--- config.mk ---
export PLATFORM = sky130hd
export DESIGN_NAME = axi4_single_master
export DESIGN_NICKNAME = d
export VERILOG_FILES = /design/src/rtl/axi4_single_master.sv
export SDC_FILE = /design/constraint.sdc
export NUM_CORES = 1
export LEC_CHECK = 0
export CORE_AREA = 2 2 119 121
export CTS_CLUSTER_SIZE = 28
export DETAILED_ROUTE_END_ITERATION = 10
export DIE_AREA = 0 0 121 123
export PLACE_DENSITY = 0.77
export SYNTH_ARGS = -nofsm -noshare
export SYNTH_HDL_FRONTEND = slang
export SYNTH_SLANG_ARGS = --single-unit
export TNS_END_PERCENT = 50
--- constraint.sdc ---
create_clock -name clk_i -period 1.67 [get_ports clk_i]
set_input_delay 0.167 -clock clk_i [delete_from_list [all_inputs] [get_ports clk_i]]
set_output_delay 0.167 -clock clk_i [all_outputs]
set_load 0.005 [all_outputs]
--- src/rtl/axi4_single_master.sv ---
// axi4_single_master
//
// Bridges a simple request/response memory port (LSU/IFU side) onto an AXI4
// bus as single-beat read or write transactions. At most one transaction is
// in flight; a request is accepted only when the master is idle, and a new
// request cannot be taken until the previous response has been consumed.
//
// Handshake semantics (all channels, request and response ports alike):
//   a transfer happens on the rising clk_i edge where valid and ready are
//   both high. Once raised, valid and its payload stay stable until that
//   edge. Ready never depends on valid from the same side.
//
// Optional build macro:
//   AXI_MASTER_TIMEOUT_EN - adds a 16-bit watchdog. If a transaction has not
//   completed TIMEOUT_CYCLES cycles after it started on the bus, every AXI
//   valid/ready output is dropped and an error response (rdata = 0) is
//   returned. Late slave responses are then ignored. Without the macro the
//   master waits indefinitely.
//
// Parameters:
//   ID             - AXI ID driven on arid/awid/wid and expected on rid/bid.
//   TIMEOUT_CYCLES - watchdog limit (only used with AXI_MASTER_TIMEOUT_EN),
//                    minimum 2, values above 65536 are not representable.
//
// Ports:
//   clk_i, rst_i             - clock (rising edge), synchronous active-high reset
//   req_*                    - request port: valid/ready, we, addr, wdata,
//                              wstrb, size (AXI size code 0..2)
//   rsp_*                    - response port: valid/ready, rdata (0 for
//                              writes), err
//   ar*/r*/aw*/w*/b*         - AXI4 master channels, single beat, INCR burst
//   dbg_state_o              - current FSM state, for checkers and debug

module axi4_single_master #(
  parameter logic [3:0]  ID             = 4'd0,
  parameter int unsigned TIMEOUT_CYCLES = 1024
) (
  input  logic        clk_i,
  input  logic        rst_i,
  // request / response port
  input  logic        req_valid_i,
  output logic        req_ready_o,
  input  logic        req_we_i,
  input  logic [31:0] req_addr_i,
  input  logic [31:0] req_wdata_i,
  input  logic [3:0]  req_wstrb_i,
  input  logic [2:0]  req_size_i,
  output logic        rsp_valid_o,
  input  logic        rsp_ready_i,
  output logic [31:0] rsp_rdata_o,
  output logic        rsp_err_o,
  // AR channel
  output logic [3:0]  arid_o,
  output logic [31:0] araddr_o,
  output logic [7:0]  arlen_o,
  output logic [2:0]  arsize_o,
  output logic [1:0]  arburst_o,
  output logic        arvalid_o,
  input  logic        arready_i,
  // R channel
  input  logic [3:0]  rid_i,
  input  logic [31:0] rdata_i,
  input  logic [1:0]  rresp_i,
  input  logic        rlast_i,
  input  logic        rvalid_i,
  output logic        rready_o,
  // AW channel
  output logic [3:0]  awid_o,
  output logic [31:0] awaddr_o,
  output logic [7:0]  awlen_o,
  output logic [2:0]  awsize_o,
  output logic [1:0]  awburst_o,
  output logic        awvalid_o,
  input  logic        awready_i,
  // W channel
  output logic [3:0]  wid_o,
  output logic [31:0] wdata_o,
  output logic [3:0]  wstrb_o,
  output logic        wlast_o,
  output logic        wvalid_o,
  input  logic        wready_i,
  // B channel
  input  logic [3:0]  bid_i,
  input  logic [1:0]  bresp_i,
  input  logic        bvalid_i,
  output logic        bready_o,
  // debug
  output logic [2:0]  dbg_state_o
);

  typedef enum logic [2:0] {
    S_IDLE = 3'd0,
    S_AR   = 3'd1,
    S_R    = 3'd2,
    S_WR   = 3'd3,
    S_B    = 3'd4,
    S_RSP  = 3'd5
  } state_t;

  state_t      state_q, state_d;

  // latched request
  logic [31:0] addr_q;
  logic [31:0] wdata_q;
  logic [3:0]  wstrb_q;
  logic [2:0]  size_q;

  // per-channel completion flags for the write address/data phase
  logic        aw_done_q, aw_done_d;
  logic        w_done_q, w_done_d;

  // response registers, held stable through RSP
  logic [31:0] rdata_q, rdata_d;
  logic        err_q, err_d;

  logic        aw_hs, w_hs;
  logic        timeout;

  // A TIMEOUT_CYCLES below 2 cannot work; this block only exists when the
  // value is out of range so the mistake shows up in the elaborated hierarchy.
  if (TIMEOUT_CYCLES < 2) begin : g_timeout_cycles_out_of_range
  end

  // ---------------------------------------------------------------------------
  // Optional watchdog
  // ---------------------------------------------------------------------------
`ifdef AXI_MASTER_TIMEOUT_EN
  localparam logic [15:0] TO_LIMIT = 16'(TIMEOUT_CYCLES - 1);

  logic [15:0] to_cnt_q;
  logic        busy;

  assign busy = (state_q == S_AR) || (state_q == S_R) ||
                (state_q == S_WR) || (state_q == S_B);

  // The budget covers the whole bus transaction (address + response phase),
  // so the count continues from AR into R and from WR into B. Using >=
  // keeps the limit effective even if a phase change lands on the limit.
  assign timeout = busy && (to_cnt_q >= TO_LIMIT);

  always_ff @(posedge clk_i) begin
    if (rst_i) begin
      to_cnt_q <= 16'd0;
    end else if ((state_q == S_IDLE) && (state_d != S_IDLE)) begin
      to_cnt_q <= 16'd0;
    end else if (busy) begin
      to_cnt_q <= to_cnt_q + 16'd1;
    end
  end
`else
  assign timeout = 1'b0;
`endif

  // ---------------------------------------------------------------------------
  // State and datapath registers
  // ---------------------------------------------------------------------------
  always_ff @(posedge clk_i) begin
    if (rst_i) begin
      state_q   <= S_IDLE;
      aw_done_q <= 1'b0;
      w_done_q  <= 1'b0;
      rdata_q   <= 32'd0;
      err_q     <= 1'b0;
      addr_q    <= 32'd0;
      wdata_q   <= 32'd0;
      wstrb_q   <= 4'd0;
      size_q    <= 3'd0;
    end else begin
      state_q   <= state_d;
      aw_done_q <= aw_done_d;
      w_done_q  <= w_done_d;
      rdata_q   <= rdata_d;
      err_q     <= err_d;
      if ((state_q == S_IDLE) && req_valid_i) begin
        addr_q  <= req_addr_i;
        wdata_q <= req_wdata_i;
        wstrb_q <= req_wstrb_i;
        size_q  <= req_size_i;
      end
    end
  end

  // ---------------------------------------------------------------------------
  // Next-state logic
  // ---------------------------------------------------------------------------
  assign aw_hs = (state_q == S_WR) && !aw_done_q && awready_i;
  assign w_hs  = (state_q == S_WR) && !w_done_q  && wready_i;

  always_comb begin
    state_d   = state_q;
    aw_done_d = aw_done_q;
    w_done_d  = w_done_q;
    rdata_d   = rdata_q;
    err_d     = err_q;

    case (state_q)
      S_IDLE: begin
        if (req_valid_i) begin
          state_d   = req_we_i ? S_WR : S_AR;
          aw_done_d = 1'b0;
          w_done_d  = 1'b0;
        end
      end

      S_AR: begin
        if (arready_i) begin
          state_d = S_R;
        end else if (timeout) begin
          state_d = S_RSP;
          rdata_d = 32'd0;
          err_d   = 1'b1;
        end
      end

      S_R: begin
        if (rvalid_i) begin
          state_d = S_RSP;
          rdata_d = rdata_i;
          err_d   = (rresp_i != 2'b00) || !rlast_i || (rid_i != ID);
        end else if (timeout) begin
          state_d = S_RSP;
          rdata_d = 32'd0;
          err_d   = 1'b1;
        end
      end

      S_WR: begin
        // AW and W complete independently; the phase ends once both have,
        // whether together or in either order.
        if ((aw_done_q || aw_hs) && (w_done_q || w_hs)) begin
          state_d   = S_B;
          aw_done_d = 1'b0;
          w_done_d  = 1'b0;
        end else if (timeout) begin
          state_d   = S_RSP;
          aw_done_d = 1'b0;
          w_done_d  = 1'b0;
          rdata_d   = 32'd0;
          err_d     = 1'b1;
        end else begin
          aw_done_d = aw_done_q || aw_hs;
          w_done_d  = w_done_q  || w_hs;
        end
      end

      S_B: begin
        if (bvalid_i) begin
          state_d = S_RSP;
          rdata_d = 32'd0;
          err_d   = (bresp_i != 2'b00) || (bid_i != ID);
        end else if (timeout) begin
          state_d = S_RSP;
          rdata_d = 32'd0;
          err_d   = 1'b1;
        end
      end

      S_RSP: begin
        if (rsp_ready_i) begin
          state_d = S_IDLE;
        end
      end

      default: begin
        state_d = S_IDLE;
      end
    endcase
  end

  // ---------------------------------------------------------------------------
  // Outputs: all handshake signals decode from registered state only
  // ---------------------------------------------------------------------------
  assign req_ready_o = (state_q == S_IDLE);
  assign rsp_valid_o = (state_q == S_RSP);
  assign rsp_rdata_o = rdata_q;
  assign rsp_err_o   = err_q;

  assign arid_o      = ID;
  assign araddr_o    = addr_q;
  assign arlen_o     = 8'd0;
  assign arsize_o    = size_q;
  assign arburst_o   = 2'b01;
  assign arvalid_o   = (state_q == S_AR);

  assign rready_o    = (state_q == S_R);

  assign awid_o      = ID;
  assign awaddr_o    = addr_q;
  assign awlen_o     = 8'd0;
  assign awsize_o    = size_q;
  assign awburst_o   = 2'b01;
  assign awvalid_o   = (state_q == S_WR) && !aw_done_q;

  assign wid_o       = ID;
  assign wdata_o     = wdata_q;
  assign wstrb_o     = wstrb_q;
  assign wlast_o     = 1'b1;
  assign wvalid_o    = (state_q == S_WR) && !w_done_q;

  assign bready_o    = (state_q == S_B);

  assign dbg_state_o = state_q;

endmodule

==> impl_metrics.json <==
{
  "status": "completed",
  "area_delta_synth_final_pct": 65.83,
  "critPathCaptureType": "output pin",
  "final_core_util_pct": 55.57,
  "diodes": 0,
  "place_congestion": 0.7777,
  "io_pins": 308,
  "synth_area_leaders": "dfxtp_1 48%, nand2_1 15%, a21oi_1 12%",
  "syn-cell-area_sq_um": 4562,
  "cp-startpoint": "dbg_state_o[0]",
  "clock_sinks": 109,
  "die_h_um": 123,
  "numPortBuffers": 274,
  "startpoint_type": "flip-flop",
  "synthArstFlopShare_pct": 0,
  "ys_top_cells_by_count": "178 x nand2_1, 109 x dfxtp_1, 108 x a21oi_1, 69 x buf_4, 36 x nand3_1",
  "ys_types": 35,
  "hold_buffers": 0,
  "ys_seq_elements": 109,
  "antenna_found_initial": 0,
  "clkTransAtPathRegs_ns": 0.07,
  "cp_data_required_time_ns": 1.50,
  "wirelength_mm": 14.14,
  "synth_edf_count": 0,
  "crit_fanout": 9,
  "power_density_nw_per_um2": 1289,
  "arrival_ns": 1.48,
  "nNetsFinal": 939,
  "min-delay-start": "rst_i",
  "power.switching_mw": 3.010,
  "drc": 0,
  "avgSynthCellArea_sq_um": 7.865,
  "syn_inst": 580,
  "setup_viol": 0,
  "setup_slack_ns": 0.01901,
  "fin_crit_ns": 1.651,
  "hpwl_mm": 10.34,
  "yosysMostFrequentCell": "nand2_1",
  "cts_max_path_buffers": 2,
  "grt_setup_unrepaired": "true",
  "power.share.clock_pct": 24.5,
  "ys_seq_area_share_pct": 47.83,
  "cts-root-buf": "clkbuf_16",
  "min_path_type": "in -> reg",
  "seq_power_share_pct": 35.7,
  "gr-total-overflow": 0,
  "avgViaCountPerCell": 4.617,
  "via_count": 4608,
  "worstSetupPathType": "reg -> out",
  "pre_cts_ws_ns": -0.1365,
  "max_freq_mhz": 605.7,
  "wl_per_cell_um": 14.17,
  "drt_pre_antenna_iters": 4,
  "antenna_left": 0,
  "yosysWarnings": 0,
  "drt_iter0_markers": 187,
  "pwr-share-comb_pct": 39.8,
  "fin_crit_sh_pct": 98.86,
  "synth.largest_area_cell": "dfxtp_1",
  "clock_latency_ns": 0.35,
  "die_w_um": 121,
  "grtUsageTotal_pct": 18.08,
  "core_sq_um": 13610,
  "maxCapViolCount": 0,
  "hold_viol": 0,
  "grt_pass1_wl_mm": 21.29,
  "total_power_mw": 9.750,
  "grt_max_degree": 52,
  "slew_violations": 0,
  "start_util_pct": 33.51,
  "cts_tree": "done",
  "swShare_pct": 30.87,
  "row_count": 43,
  "grt_pass1_vias": 4204,
  "fin_skew_ns": 0.007320,
  "vdd_drop_max_mv": 0.6169,
  "synth_top_area_share_pct": 47.83,
  "intPower_mw": 6.740,
  "worstMarginPinSlew_ns": 0.5086,
  "power_leakage_nw": 2.802,
  "numCtsBuffers": 9,
  "h-tree-depth": 3,
  "drive_above_1_share_pct": 6.968,
  "slew_headroom_pct": 66.10,
  "synth-main-ff-cell": "dfxtp_1",
  "reg2reg_from": "dbg_state_o[2]",
  "dieArea_sq_um": 14880
}
-- critical path, cell delays in order (launching register included) --
cell and delay (ns):
dfxtp_4 0.38, or3b_4 0.42, clkinv_4 0.09, dlygate4sd2_1 0.24
-- cells by family after synthesis --
logic type / Yosys count / share of synthesized area (%)
other: 2 / 0.1646
buffers and inverters: 111 / 15.80
AOI/OAI and AO/OA: 118 / 13.96
DFF: 109 / 47.83
muxes: 2 / 0.4389
and+or+nand+nor: 238 / 21.81
-- power groups by stage --
stage                     Clock [mW]  Combinational, mW  Sequential, mW
after global placement             0               3.80            3.51
after floorplan                    0               1.81            3.53
final                           2.39               3.88            3.48
after detailed placement           0               3.84            3.53
after CTS                       2.45               3.88            3.49
after global routing            2.54               4.25            3.55
-- per-layer routing --
metal	up-vias	global-route usage (%)	share of wire (%)
met3	28	4.336	7.2
met5	-	0	0
li1	2267	-	-
met2	205	31.29	51
met1	2108	21.61	39
met4	0	7.195	2.4
-- stage by stage --
step	instances	cell area, sq um	hold WS (ns)	TNS [ns]
final	998	7565	0.2648	0
after global routing	998	7565	0.3056	-0.1386
after CTS	998	7538	0.2518	-0.1714
after detailed placement	979	7171	0.4437	-3.736
after global placement	979	7171	0.4369	-2.529
after floorplan	611	4678	0.3030	0
-- layout make-up --
class / instances / area, sq um
well taps: 180 / 225.2
clock buffers: 12 / 256.5
clock inverters: 4 / 77.57
flip-flops and latches: 109 / 2188
multi-input cells: 392 / 1824
inverters: 3 / 16.27
fillers: 1273 / 6047
repair buffers: 298 / 2977
-- state kept, by name, summed over array words and instances, names as in the netlist --
signal,cells
araddr_o,32
rsp_rdata_o,32
wdata_o,32
wstrb_o,4
arsize_o,3
dbg_state_o,3
aw_done_q,1
rsp_err_o,1
w_done_q,1
-- layout by cell type, fill, tap and decap left out, drive strengths merged, types with 9 or more instances in the layout --
| cell type | synthesis | layout |
|---|---|---|
| nand2 | 178 | 178 |
| nand3 | 36 | 36 |
| a21oi | 108 | 108 |
| clkbuf | 19 | 12 |
| buf | 89 | 26 |
| conb | 2 | 33 |
| dfxtp | 109 | 109 |
| clkdlybuf4s50 | 0 | 266 |
| nor2 | 9 | 9 |
-- worst paths after layout --
path	end	slack, ns	cells after the start
min	aw_done_q	0.26	2
max	bready_o	0.02	3
min reg2reg	rsp_rdata_o[8]	0.45	2
max reg2reg	dbg_state_o[0]	0.03	7
-- repair_timing --
item,in CTS,in global routing
setup endpoints to repair,43,55
cloned,1,0
resized for setup,18,7
pin swaps,2,1
setup buffers,2,0
Power figures use the tool's default switching activity.
